`src/rtl/dmem_mem_arbiter.sv`:
```
// Round-robin arbiter that lets two core dmem units share one fixed-latency,
// single-port main memory, with one transaction in flight at a time.
module dmem_mem_arbiter #(
    parameter int ADDR_W  = 4,
    parameter int DATA_W  = 32,
    parameter int MEM_LAT = 2
) (
    input  logic              clk,
    input  logic              reset,
    input  logic [1:0]        rq_rden,
    input  logic [1:0]        rq_wren,
    input  logic [ADDR_W-1:0] rq0_addr,
    input  logic [ADDR_W-1:0] rq1_addr,
    input  logic [DATA_W-1:0] rq0_wdata,
    input  logic [DATA_W-1:0] rq1_wdata,
    output logic [1:0]        rq_ack,
    output logic [DATA_W-1:0] rsp_rdata,
    output logic [ADDR_W-1:0] mem_addr,
    output logic [DATA_W-1:0] mem_wdata,
    output logic              mem_rden,
    output logic              mem_wren,
    input  logic [DATA_W-1:0] mem_rdata,
    output logic              busy,
    output logic              grant_id
);

    localparam int CNT_W = (MEM_LAT > 1) ? $clog2(MEM_LAT) : 1;
    localparam logic [CNT_W-1:0] WAIT_LOAD = CNT_W'(MEM_LAT - 1);

    typedef enum logic [1:0] {
        S_IDLE,
        S_ISSUE,
        S_WAIT,
        S_RESP
    } state_t;

    state_t           state;
    state_t           state_next;
    logic [1:0]       req;
    logic             sel;
    logic             rr_ptr;
    logic             op_wr;
    logic [CNT_W-1:0] wait_cnt;

    // NOTE: every variable written here gets a default first, so no path can infer a latch.
    always_comb begin
        req        = rq_rden | rq_wren;
        sel        = (req == 2'b11) ? rr_ptr : req[1];
        state_next = state;
        case (state)
            S_IDLE:  if (req != 2'b00) state_next = S_ISSUE;
            S_ISSUE: state_next = S_WAIT;
            S_WAIT:  if (wait_cnt == '0) state_next = S_RESP;
            S_RESP:  state_next = S_IDLE;
            default: state_next = S_IDLE;
        endcase
    end

    // NOTE: sequential state uses non-blocking assignments so every register samples pre-edge values.
    always_ff @(posedge clk or negedge reset) begin
        if (!reset) state <= S_IDLE;
        else        state <= state_next;
    end

    // Outputs are registered: each one is loaded on the edge that enters the state it belongs to.
    always_ff @(posedge clk or negedge reset) begin
        if (!reset) begin
            rq_ack    <= 2'b00;
            rsp_rdata <= '0;
            mem_addr  <= '0;
            mem_wdata <= '0;
            mem_rden  <= 1'b0;
            mem_wren  <= 1'b0;
            busy      <= 1'b0;
            grant_id  <= 1'b0;
            rr_ptr    <= 1'b0;
            op_wr     <= 1'b0;
            wait_cnt  <= '0;
        end else begin
            case (state)
                S_IDLE: begin
                    if (state_next == S_ISSUE) begin
                        // A write wins over a simultaneous read from the same core.
                        grant_id  <= sel;
                        op_wr     <= rq_wren[sel];
                        mem_addr  <= sel ? rq1_addr : rq0_addr;
                        mem_wdata <= sel ? rq1_wdata : rq0_wdata;
                        mem_wren  <= rq_wren[sel];
                        mem_rden  <= ~rq_wren[sel];
                        busy      <= 1'b1;
                    end
                end
                S_ISSUE: begin
                    mem_rden <= 1'b0;
                    mem_wren <= 1'b0;
                    wait_cnt <= WAIT_LOAD;
                end
                S_WAIT: begin
                    if (wait_cnt != '0) begin
                        wait_cnt <= wait_cnt - CNT_W'(1);
                    end else begin
                        if (!op_wr) rsp_rdata <= mem_rdata;
                        rq_ack <= grant_id ? 2'b10 : 2'b01;
                    end
                end
                S_RESP: begin
                    rq_ack    <= 2'b00;
                    rr_ptr    <= ~grant_id;
                    grant_id  <= 1'b0;
                    mem_addr  <= '0;
                    mem_wdata <= '0;
                    busy      <= 1'b0;
                end
                default: ;
            endcase
        end
    end

endmodule

```
`config.mk`:
```
export PLATFORM = sky130hd
export DESIGN_NAME = dmem_mem_arbiter
export DESIGN_NICKNAME = d
export VERILOG_FILES = /design/src/rtl/dmem_mem_arbiter.sv
export SDC_FILE = /design/constraint.sdc
export NUM_CORES = 1
export LEC_CHECK = 0
export BUFFER_PORTS_ARGS = -buffer_cell sky130_fd_sc_hd__buf_2
export CAP_MARGIN = 25
export CORE_UTILIZATION = 29
export DETAILED_ROUTE_END_ITERATION = 16
export GPL_ROUTABILITY_DRIVEN = 0
export REMOVE_ABC_BUFFERS = 1
export SYNTH_ARGS = -nofsm -noshare
export SYNTH_HDL_FRONTEND = slang
export SYNTH_SLANG_ARGS = --single-unit
```
`constraint.sdc`:
```
create_clock -name clk -period 4.2 [get_ports clk]
set_input_delay 0.84 -clock clk [delete_from_list [all_inputs] [get_ports clk]]
set_output_delay 0.84 -clock clk [all_outputs]
set_load 0.02 [all_outputs]
```
; ---- Yosys cells after proc, flatten, opt, wreduce, memory -nomap -nowiden
; Index checks and enable logic that the tools add are counted.
[totals]
inputBits = 110
register_bits = 79
[op_classes]
muxes = 25
n_reduce_logical = 11
magnitude_cmp = 1
bitwise = 5
addsub = 1
eq_ne = 7
[ops]
columns = op, count
row1 = $mux W32, 2
row2 = $pmux W32 S2, 1
row3 = $pmux W1 S2, 5
row4 = $reduce_bool A2 Y1, 5
row5 = $mux W1, 8
row6 = $mux W2, 4
row7 = $mux W4, 2
row8 = $pmux W2 S4, 1
row9 = $pmux W4 S2, 1
row10 = $reduce_and A2 Y1, 4
row11 = $eq A2 B2 Y1 const B, 3
row12 = $eq A2 B1 Y1 const B, 2
row13 = $ne A2 B2 Y1 const B, 2
row14 = $not A1 Y1, 4
row15 = $pmux W2 S2, 1
row16 = $reduce_and A3 Y1, 1
row17 = $logic_not A2 Y1, 1
row18 = $lt A1 B2 Y1 const B, 1
row19 = $or A2 B2 Y2, 1
row20 = $sub A1 B1 Y1 const B, 1

; ---- Longest topological paths before layout
; Gate-level depths: netlist of the first run.
[depth]
word_depth = 8
depth_mapped = 7

; ---- Worst setup path before layout of the first run
; Ideal clock, no wire load.
[synth_timing]
path_kind = input to register
startpoint = input rq_wren[1]
endpoint = register mem_addr[0]
arrival_time_ps = 2220
setup_slack_ps = 1852
stages = 6
n_path_buf = 2
setup_ps = 127
path_cell_list = nor2_2 > and4_1 > buf_2 > o32ai_4 > buf_6 > mux2_1
[synth_between]
elab_chain_len = 7
elab_cells_between_ends = 12
classes_between = eq/ne: 3 / mux: 6 / bitwise: 1 / reduce/logical: 2
[synth_rtl]
columns = item, line
row1 = from (decl), 11  ; input logic [1:0] rq_wren,
row2 = $or A2 B2 Y2 *, 47  ; req = rq_rden | rq_wren;
row3 = $reduce_bool A2 Y1, 51  ; S_IDLE: if (req != 2'b00) state_next = S_ISSUE;
row4 = $mux W2, 51
row5 = $pmux W2 S4, 50  ; case (state)
row6 = $eq A2 B1 Y1, 82  ; if (state_next == S_ISSUE) begin
row7 = $ne A2 B2 Y1 (no line), n/a
row8 = $reduce_and A2 Y1 (no line), n/a
row9 = to (signal assigned), 86  ; mem_addr <= sel ? rq1_addr : rq0_addr;
row10 = to (decl), 18  ; output logic [ADDR_W-1:0] mem_addr,
; Every way passes the cells marked *; elsewhere a longest branch is shown, timed or not. The select of a mux whose other input is x is not followed.
; A chain may end at the register's enable or synchronous reset.

; ---- Worst setup path in the final report of the first run
[layout_timing]
startpoint = input rq_wren[1]
endpoint = register mem_wdata[20]
[layout_between]
elab_chain_len = 7
elab_cells_between_ends = 12
classes_between = eq/ne: 3 / mux: 6 / bitwise: 1 / reduce/logical: 2
[layout_rtl]
columns = item, line
row1 = $or A2 B2 Y2 *, 47
row2 = $reduce_bool A2 Y1, 51
row3 = $mux W2, 51
row4 = $pmux W2 S4, 50
row5 = $eq A2 B1 Y1, 82
row6 = $ne A2 B2 Y1 (no line), n/a
row7 = $reduce_and A2 Y1 (no line), n/a
row8 = to (signal assigned), 87  ; mem_wdata <= sel ? rq1_wdata : rq0_wdata;
row9 = to (decl), 19  ; output logic [DATA_W-1:0] mem_wdata,
; Marks and branches as above.

==> flow_summary.toml, run 1 <==
[placement]
hpwl_mm = 6.625
dp.cells = 669
placed_cell_area_um2 = 4837
io_buffers = 183
dp_slack_ns = 1.366

[worst_setup_path]
r2r_start = "state[0]"
cp_data_required_time_ns = 4.41
worstSetupPathType = "input port to register"
worstPathMaxFanout = 37
crit_arrival_ns = 2.70
worstSetupEndpointType = "register"
startpoint_type = "input port"
worstSetupStartpoint = "rq_wren[1]"

[global_routing]
grt_antenna_before_repair = 0
track_usage_pct = 14.50
gr-total-overflow = 0
grt_max_degree = 80
grt_pass1_vias = 3099
grt_pass1_wl_mm = 14.81

[final_layout]
area_delta_synth_final_pct = 35.81
post-route-util_pct = 40.49
finalNonFillerCells = 684
nets = 624
n_antenna_cell = 0
final_area_um2 = 5130
drive_above_1_share_pct = 48.24

[timing]
period_needed_ns = 2.488
report.final.setup_viol = 0
holdWs_ns = 0.3220
final.setup.tns_ns = 0
drv_slew = 0
finalHoldViolCount = 0
slew-limit-headroom_pct = 50.25
setup_slack_ns = 1.712
skew_ns = 0.005963
tightestPinTransition_ns = 0.7462
period_share_pct = 59.24
rsz0062_at_grt = "no"
fmax_ghz = 0.4019

[logic_synthesis]
synth_cells = 334
synth_cell_type_count = 30
ys_seq_area_share_pct = 52.34
yosys_warnings = 0
ys_ff_latch = 79
syn_avg_cell_area_um2 = 11.31
syn_area_um2 = 3777

[floorplanning]
num_io_pins = 184
die_width_um = 116.1
rows = 41
die_h_um = 116.1
coreArea_um2 = 12670
die_area_um2 = 13490
initial_core_util_pct = 29.81

[outcome]
status = "finished, final reports clean"

[route]
via_per_inst = 4.791
vias = 3277
drtIter0Drc = 87
wl_mm = 9.478
antenna_left = 0
post_drt_wl_per_cell_um = 13.86
drc = 0
dr.pass1.iters = 4

[power_and_ir_drop]
ir_worst_vdd_v = 0.0003166
p_sw_mw = 1.586
leakage_nw = 2.521
seqPwrFrac_pct = 33.7
p_int_mw = 2.341
power_mw = 3.926
pwr-share-clk_pct = 17.9
power_frac_comb_pct = 48.4
pwr_density_cell_nw_per_um2 = 765.4
p_sw_share_pct = 40.39

[clock_tree]
clk_pin_slew_ns = 0.06
cts_root_buf = "clkbuf_16"
clock_path_buffers = 2
ctsHoldBuffers = 0
cts_resized = 0
cts_max_level = 3
postCtsSetupBuffers = 0
clkSinkCount = 79
cts_buffers = 9
insertion_delay_ns = 0.33
cts_tree = "yes"

[min_path]
hold_class = "input port to async pin"

[run]
max_cap_violations = 0
[sequential cells by signal, summed over array words and instances, names as in the netlist]
| name | cells |
|---|---|
| rr_ptr | 1 |
| op_wr | 1 |
| rq_ack | 2 |
| mem_wdata | 32 |
| rsp_rdata | 32 |
| wait_cnt | 1 |
| mem_addr | 4 |
| mem_wren | 1 |
| grant_id | 1 |
| mem_rden | 1 |
| state | 2 |
| busy | 1 |
[cell type report]
cell class / instances / area [um2]
Fill cell: 1288 / 7541
Multi-Input combinational cell: 224 / 1667
Timing Repair Buffer: 189 / 983.4
Tap cell: 172 / 215.2
Inverter: 6 / 22.52
Sequential cell: 79 / 1977
Clock buffer: 13 / 260.3
Clock inverter: 1 / 5.005
[power groups by stage]
stage	sequential [mW]	clock (mW)	combinational, mW
2_1_floorplan	1.73	0	0.871
3_3_place_gp	1.32	0	1.88
3_5_place_dp	1.33	0	1.92
4_1_cts	1.33	0.735	1.92
5_1_grt	1.37	0.773	2.08
6_report	1.32	0.703	1.90
[cell usage after synthesis, drive strengths merged]
library cell | n | area, um2
nor2 | 8 | 32.54
o211ai | 1 | 7.510
o21bai | 1 | 7.510
o21ai | 39 | 195.2
dfrtp | 79 | 1977
nand3 | 39 | 195.2
a21boi | 1 | 7.510
buf | 6 | 46.29
and2 | 2 | 12.51
and4 | 1 | 8.760
inv | 6 | 22.52
o32ai | 3 | 45.05
nand2b | 4 | 25.02
o31ai | 1 | 7.510
a21oi | 40 | 200.2
nor2b | 2 | 12.51
or3 | 1 | 6.260
o22ai | 1 | 6.260
or2 | 1 | 6.260
clkbuf | 19 | 71.32
o21ba | 1 | 10.01
o311ai | 2 | 17.52
a2bb2oi | 2 | 17.52
ha | 5 | 62.56
mux2 | 69 | 777.0
[metal layers]
layer	up-vias	track usage [%]	wire, um
li1	1568	-	-
met1	1578	16.99	4023
met2	121	24.33	4598
met3	10	5.397	742
met4	0	5.214	114
met5	-	0	0
[logic make-up after synthesis]
group | count (synthesis) | synth area share, %
AO/OA/AOI/OAI | 92 | 13.81
flip-flops | 79 | 52.34
multiplexers | 69 | 20.57
AND/OR/NAND/NOR | 58 | 7.917
buffers and inverters | 31 | 3.710
adder cells (fa/ha/maj) | 5 | 1.656
[layout by cell type (no fill, tap or decap)]
cell type and count:
and2_1 2, o32ai_1 2, or2_2 1, buf_4 6, o21ai_0 39, o211ai_1 1, nand2b_1 4, clkbuf_8 2
o21ba_2 1, clkbuf_1 2, o32ai_4 1, nand3_1 39, o21bai_2 1, nor2b_1 2, o22ai_1 1, buf_16 1
a21oi_1 40, and4_1 1, inv_1 6, clkbuf_16 9, o31ai_1 1, nor2_2 2, dfrtp_1 79, or3_1 1
mux2_2 40, ha_1 5, buf_2 182, clkinv_2 1, a2bb2oi_1 2, o311ai_0 2, a21boi_0 1, mux2_1 29
nor2_1 6
[path summary, 6_finish.rpt]
| kind | slack (ns) | cells after the start | end |
|---|---|---|---|
| worst min register to register | 0.48 | 1 | mem_wdata[6] |
| min in group clk | 0.48 | 1 | mem_wdata[6] |
| worst min-delay path | 0.32 | 1 | mem_wdata[27] |
| max in group asynchronous | 3.32 | 2 | mem_wdata[15] |
| worst max-delay path | 1.71 | 7 | mem_wdata[20] |
| worst max register to register | 1.85 | 6 | mem_wdata[20] |
[critical path: stages]
cell and delay [ns]:
buf_2 0.10, nor2_2 0.04, buf_4 0.22, and4_1 0.33, o32ai_4 0.28, buf_4 0.46, mux2_2 0.40
Power figures use the tool's default switching activity.
==> run 2: changes to the inputs <==
--- a/config.mk
+++ b/config.mk
@@ -5,6 +5,7 @@
 export SDC_FILE = /design/constraint.sdc
 export NUM_CORES = 1
 export LEC_CHECK = 0
+export ABC_AREA = 1
 export BUFFER_PORTS_ARGS = -buffer_cell sky130_fd_sc_hd__buf_2
 export CAP_MARGIN = 25
 export CORE_UTILIZATION = 29
==> constraint.sdc (replaced) <==
create_clock -name clk -period 2.15 [get_ports clk]
set_input_delay 0.43 -clock clk [delete_from_list [all_inputs] [get_ports clk]]
set_output_delay 0.43 -clock clk [all_outputs]
set_load 0.02 [all_outputs]
==> run 2 against run 1 <==
Compared with the run above: clock-buffer cell count is the same; final area grew 1.0%; sequential cell count did not move; sequential share of layout area fell by 0.40 points; first-iteration DRC count is 120% higher; die area increased by 0.19%; combinational power up 110%; setup slack worse by 1.4 ns; register-to-register slack lost 1.6 ns; core utilization rose by 0.42 points; non-clock buffer count up 9; synthesized cell count rose by 25%; critical endpoint is now mem_rden.
==> flow_summary.toml, run 2 <==
[clock_tree]
cts_root_buf = "clkbuf_16"
clock_path_buffers = 2
insertion_delay_ns = 0.32
cts_max_level = 3
postCtsSetupBuffers = 0
cts_buffers = 9
clkSinkCount = 79
clk_pin_slew_ns = 0.06
cts_tree = "yes"

[floorplanning]
num_io_pins = 184
rows = 41
initial_core_util_pct = 29.87
coreArea_um2 = 12670
die_width_um = 116.2
die_h_um = 116.2
die_area_um2 = 13510

[final_layout]
finalNonFillerCells = 776
layout.cells.most_common_list = "buf_2, nand2_1, nand3_1"
drive_above_1_share_pct = 41.23
n_antenna_cell = 0
area_delta_synth_final_pct = 36.96
ff_latch_area_um2 = 1977
multiInputGateArea_um2 = 1619
fillers = 1256
nets = 714
reg_top3 = "mem_wdata (32), rsp_rdata (32), mem_addr (4)"
final_common_cell = "buf_2"

[route]
drc = 0
drtIter0Drc = 190
post_drt_wl_per_cell_um = 13.63
dr.pass1.iters = 4
via_per_inst = 4.617
wl_mm = 10.58
vias = 3583
antenna_left = 0

[placement]
hpwl_mm = 8.089
dp.cells = 759
io_buffers = 183

[worst_setup_path]
crit_arrival_ns = 2.10
worstSetupEndpointType = "register"
cp_data_required_time_ns = 2.36
worstSetupPathType = "register to register"
rrSetupSlack_ns = 0.26
worstPathMaxFanout = 20
startpoint_type = "register"

[logic_synthesis]
syn_avg_cell_area_um2 = 9.055
synth_ff_type = "dfrtp_1"
synth-edff-count = 0
synthTopCellsByArea = "dfrtp_1, nand3_1, nand2_1, mux2_2, buf_2"
synth.most_common_cell = "nand2_1"
synth_cells = 418
synth_common_cells = "nand2_1, nand3_1, dfrtp_1"
ys_seq_area_share_pct = 52.23
synth_top_cell_by_area = "dfrtp_1"
syn_area_um2 = 3785
synthArstFlopShare_pct = 100.0
yosys_warnings = 0
synth_cell_type_count = 22
yosys.area.top_type_share_pct = 52.23
ys_ff_latch = 79

[power_and_ir_drop]
p_sw_share_pct = 43.49
leakage_nw = 2.873
pwr-share-clk_pct = 17.7
power_frac_comb_pct = 49.6
seqPwrFrac_pct = 32.7
ir_worst_vdd_v = 0.0004052
pwr_density_cell_nw_per_um2 = 1523
p_sw_mw = 3.435
p_int_mw = 4.463

[timing]
final.setup.tns_ns = 0
slew-limit-headroom_pct = 74.36
period_share_pct = 87.78
period_needed_ns = 1.887
fmax_ghz = 0.5299
tightestPinTransition_ns = 0.3846
drv_slew = 0
report.final.setup_viol = 0
finalHoldViolCount = 0
rsz0062_at_grt = "no"
skew_ns = 0.003797

[global_routing]
grt_pass1_vias = 3294
grt_max_degree = 38
grt_antenna_before_repair = 0
track_usage_pct = 15.79
grt-busiest-layer = "met2"
grtUsageMet2_pct = 26.71
use_met1_pct = 19.30
gr-total-overflow = 0
grt_pass1_wl_mm = 16.28
grtUsageMet3_pct = 4.411

[run]
max_cap_violations = 0

[min_path]
hold_class = "input port to register"

[outcome]
status = "finished, final reports clean"
## run 2: changes by cell type in the layout (fill, tap and decap cells not counted), moves of 4 or more
cell,change
o21ai_0,-34
nand3_1,+75
nor2_1,+4
a21oi_1,-38
mux2_1,-29
buf_4,+8
nand2b_1,-4
mux2_2,-8
inv_1,+6
nand2_1,+121
## run 2: worst paths after layout
kind / start / endpoint / depth (start not counted)
setup / recovery: state[0] / mem_rden / 9
hold / removal: mem_rdata[29] / rsp_rdata[29] / 2
setup reg to reg: state[0] / mem_rden / 9
hold reg to reg: op_wr / op_wr / 2
max in group asynchronous: reset / mem_wdata[21] / 3
min in group asynchronous: reset / rsp_rdata[3] / 2
## run 2: layout make-up
type,instances,share of cell area (%)
clock buffer,13,5.021
clock inverter,3,0.3379
inverter,13,0.9413
multi-input combinational,298,31.23
sequential,79,38.14
tap,172,4.152
timing repair buffer,198,20.18
## run 2: stage by stage
step | area [um2] | power [mW] | hold WS [ns] | util [%] | worst slack, ns
6_report | 5184 | 7.897 | 0.3334 | 40.91 | 0.2628
5_1_grt | 5184 | 8.538 | 0.3209 | 40.91 | 0.04018
4_1_cts | 5175 | 7.999 | 0.3215 | 40.84 | 0.1820
3_5_place_dp | 4887 | 6.567 | 0.3474 | 38.57 | 0.2137
3_3_place_gp | 4887 | 6.467 | 0.3421 | 38.57 | 0.2745
2_1_floorplan | 3636 | 5.067 | 0.1344 | - | 0.1181
## run 2: power by group through the flow
stage / sequential (mW) / clock, mW / combinational (mW)
after global routing: 2.67 / 1.50 / 4.36
after CTS: 2.59 / 1.45 / 3.96
final: 2.58 / 1.40 / 3.92
after floorplan: 3.34 / 0 / 1.72
after global placement: 2.59 / 0 / 3.88
after detailed placement: 2.60 / 0 / 3.96
## run 2: logic make-up after synthesis
| group | after synthesis | share of synthesized area (%) |
|---|---|---|
| mux | 32 | 9.521 |
| buf+inv | 41 | 5.223 |
| compound gates | 12 | 2.116 |
| fa+ha+maj | 5 | 1.653 |
| simple gates | 249 | 29.26 |
| flops | 79 | 52.23 |
## run 2: repair_timing
action / 4_1_cts / 5_1_grt
hold buffers: 1 / 0
setup endpoints to repair: 0 / 2
gates resized for setup: 0 / 1
hold endpoints to repair: 17 / 0
## run 2: critical path, cell delays in order, from the launching register on
cell and delay [ns]:
dfrtp_1 0.42, inv_1 0.10, ha_1 0.28, nand2_1 0.11, nand3_1 0.14, nand3_4 0.23
buf_4 0.29, inv_1 0.06, nand3_1 0.08, nand2_1 0.06
## run 2: layer usage
metal | vias to the layer above | wire length [um]
met5 | - | 0
met4 | 0 | 85
met3 | 6 | 847
met2 | 162 | 4955
met1 | 1652 | 4689
li1 | 1763 | -
==> run 3: changes to the inputs <==
--- a/config.mk
+++ b/config.mk
@@ -8,7 +8,7 @@
 export ABC_AREA = 1
 export BUFFER_PORTS_ARGS = -buffer_cell sky130_fd_sc_hd__buf_2
 export CAP_MARGIN = 25
-export CORE_UTILIZATION = 29
+export CORE_UTILIZATION = 34
 export DETAILED_ROUTE_END_ITERATION = 16
 export GPL_ROUTABILITY_DRIVEN = 0
 export REMOVE_ABC_BUFFERS = 1
==> run 3 against run 2 <==
Compared with the run above: clock-buffer cell count decreased by 3; final area down 1.6%; setup slack better by 0.028 ns; sequential cell count is the same; routed wire length fell by 1.3%; sequential power hardly changed.
==> flow_summary.toml, run 3 (synthesis results as in run 2) <==
[worst_setup_path]
worstPathMaxFanout = 37
crit_arrival_ns = 2.14
startpoint_type = "register"
worstSetupPathType = "register to register"
cp_data_required_time_ns = 2.44
worstSetupEndpointType = "register"
rrSetupSlack_ns = 0.29
reg2reg_depth = 7

[floorplanning]
die_area_um2 = 11560
initial_core_util_pct = 34.91
die_width_um = 107.5
num_io_pins = 184
coreArea_um2 = 10840
die_h_um = 107.5
rows = 38

[final_layout]
n_antenna_cell = 0
fillers = 1062
finalNonFillerCells = 741
drive_above_1_share_pct = 41.43
final_common_cell = "buf_2"
layout.cells.most_common_list = "buf_2, nand2_1, nand3_1"
nets = 711
area_delta_synth_final_pct = 34.81
reg_top3 = "mem_wdata (32), rsp_rdata (32), mem_addr (4)"

[clock_tree]
cts_max_level = 3
postCtsSetupBuffers = 0
insertion_delay_ns = 0.35
cts_resized = 0
clock_path_buffers = 2
clk_pin_slew_ns = 0.08
cts_tree = "yes"
cts_buffers = 9
cts_root_buf = "clkbuf_8"
ctsHoldBuffers = 0
clkSinkCount = 79

[route]
dr.pass1.iters = 4
post_drt_wl_per_cell_um = 14.09
antenna_left = 0
via_per_inst = 4.758
wl_mm = 10.44
vias = 3526
drtIter0Drc = 184
drc = 0

[power_and_ir_drop]
seqPwrFrac_pct = 32.8
power_frac_comb_pct = 50.2
power_mw = 7.835
pwr-share-clk_pct = 17.0
p_sw_mw = 3.413
ir_worst_vdd_v = 0.0006715
p_sw_share_pct = 43.56
pwr_density_cell_nw_per_um2 = 1536
p_int_mw = 4.422
leakage_nw = 2.857

[timing]
period_needed_ns = 1.859
final.setup.tns_ns = 0
setup_slack_ns = 0.2911
fmax_ghz = 0.5380
finalHoldViolCount = 0
rsz0062_at_grt = "no"
holdWs_ns = 0.1048
report.final.setup_viol = 0
slew-limit-headroom_pct = 54.91
tightestPinTransition_ns = 0.6763
period_share_pct = 86.46
skew_ns = 0.003531
drv_slew = 0

[placement]
hpwl_mm = 7.649
dp_slack_ns = 0.3140
dp.cells = 725
io_buffers = 183

[global_routing]
gr-total-overflow = 0
grt_pass1_wl_mm = 16.48
grt_max_degree = 51
track_usage_pct = 18.38
grt_antenna_before_repair = 0
grt_pass1_vias = 3254

[run]
max_cap_violations = 0

[outcome]
status = "finished, final reports clean"

[min_path]
hold_class = "input port to async pin"
-- run 3: final cells by class --
type                            instances  area [um2]  area share [%]
Clock inverter                          6       107.6           2.109
Sequential cell                        79        1977           38.74
Tap cell                              140       175.2           3.433
Timing Repair Buffer                  195        1046           20.50
Inverter                               13       48.80          0.9564
Clock buffer                           10       137.6           2.697
Multi-Input combinational cell        298        1610           31.56
-- run 3: critical path, cell delays in order, from the launching register on --
cell and delay (ns):
dfrtp_1 0.43, inv_1 0.11, ha_1 0.35, nor2_1 0.20
nand3_4 0.12, nand2_4 0.33, nand3_1 0.14, nand2_1 0.10
-- run 3: metal layers --
metal  GRT usage, %  part of all wire [%]  vias up
met3          3.753                   8.0       10
met5              0                     0        -
li1               -                     -     1749
met2          30.68                    46      167
met1          23.48                    45     1600
met4          6.654                   1.1        0
-- run 3: power by group through the flow --
stage               Clock, mW  Sequential [mW]  Combinational, mW
floorplan                   0             3.34               1.72
finish                   1.33             2.57               3.93
global placement            0             2.57               3.89
global route             1.43             2.66               4.34
detailed placement          0             2.60               3.99
CTS                      1.36             2.58               3.99
-- run 3: path summary, 6_finish.rpt --
| kind | startpoint | end |
|---|---|---|
| min | reset | rsp_rdata[5] |
| min reg2reg | op_wr | op_wr |
| max reg2reg | state[0] | mem_wdata[20] |
| max | state[0] | mem_wdata[20] |
| min in group clk | mem_rdata[9] | rsp_rdata[9] |
| max in group asynchronous | reset | rsp_rdata[9] |
-- run 3: stage by stage --
step / instance area, um2 / utilization, %
detailed placement: 4857 / 44.81
global route: 5102 / 47.07
global placement: 4857 / 44.81
finish: 5102 / 47.07
floorplan: 3636 / -
CTS: 5102 / 47.07
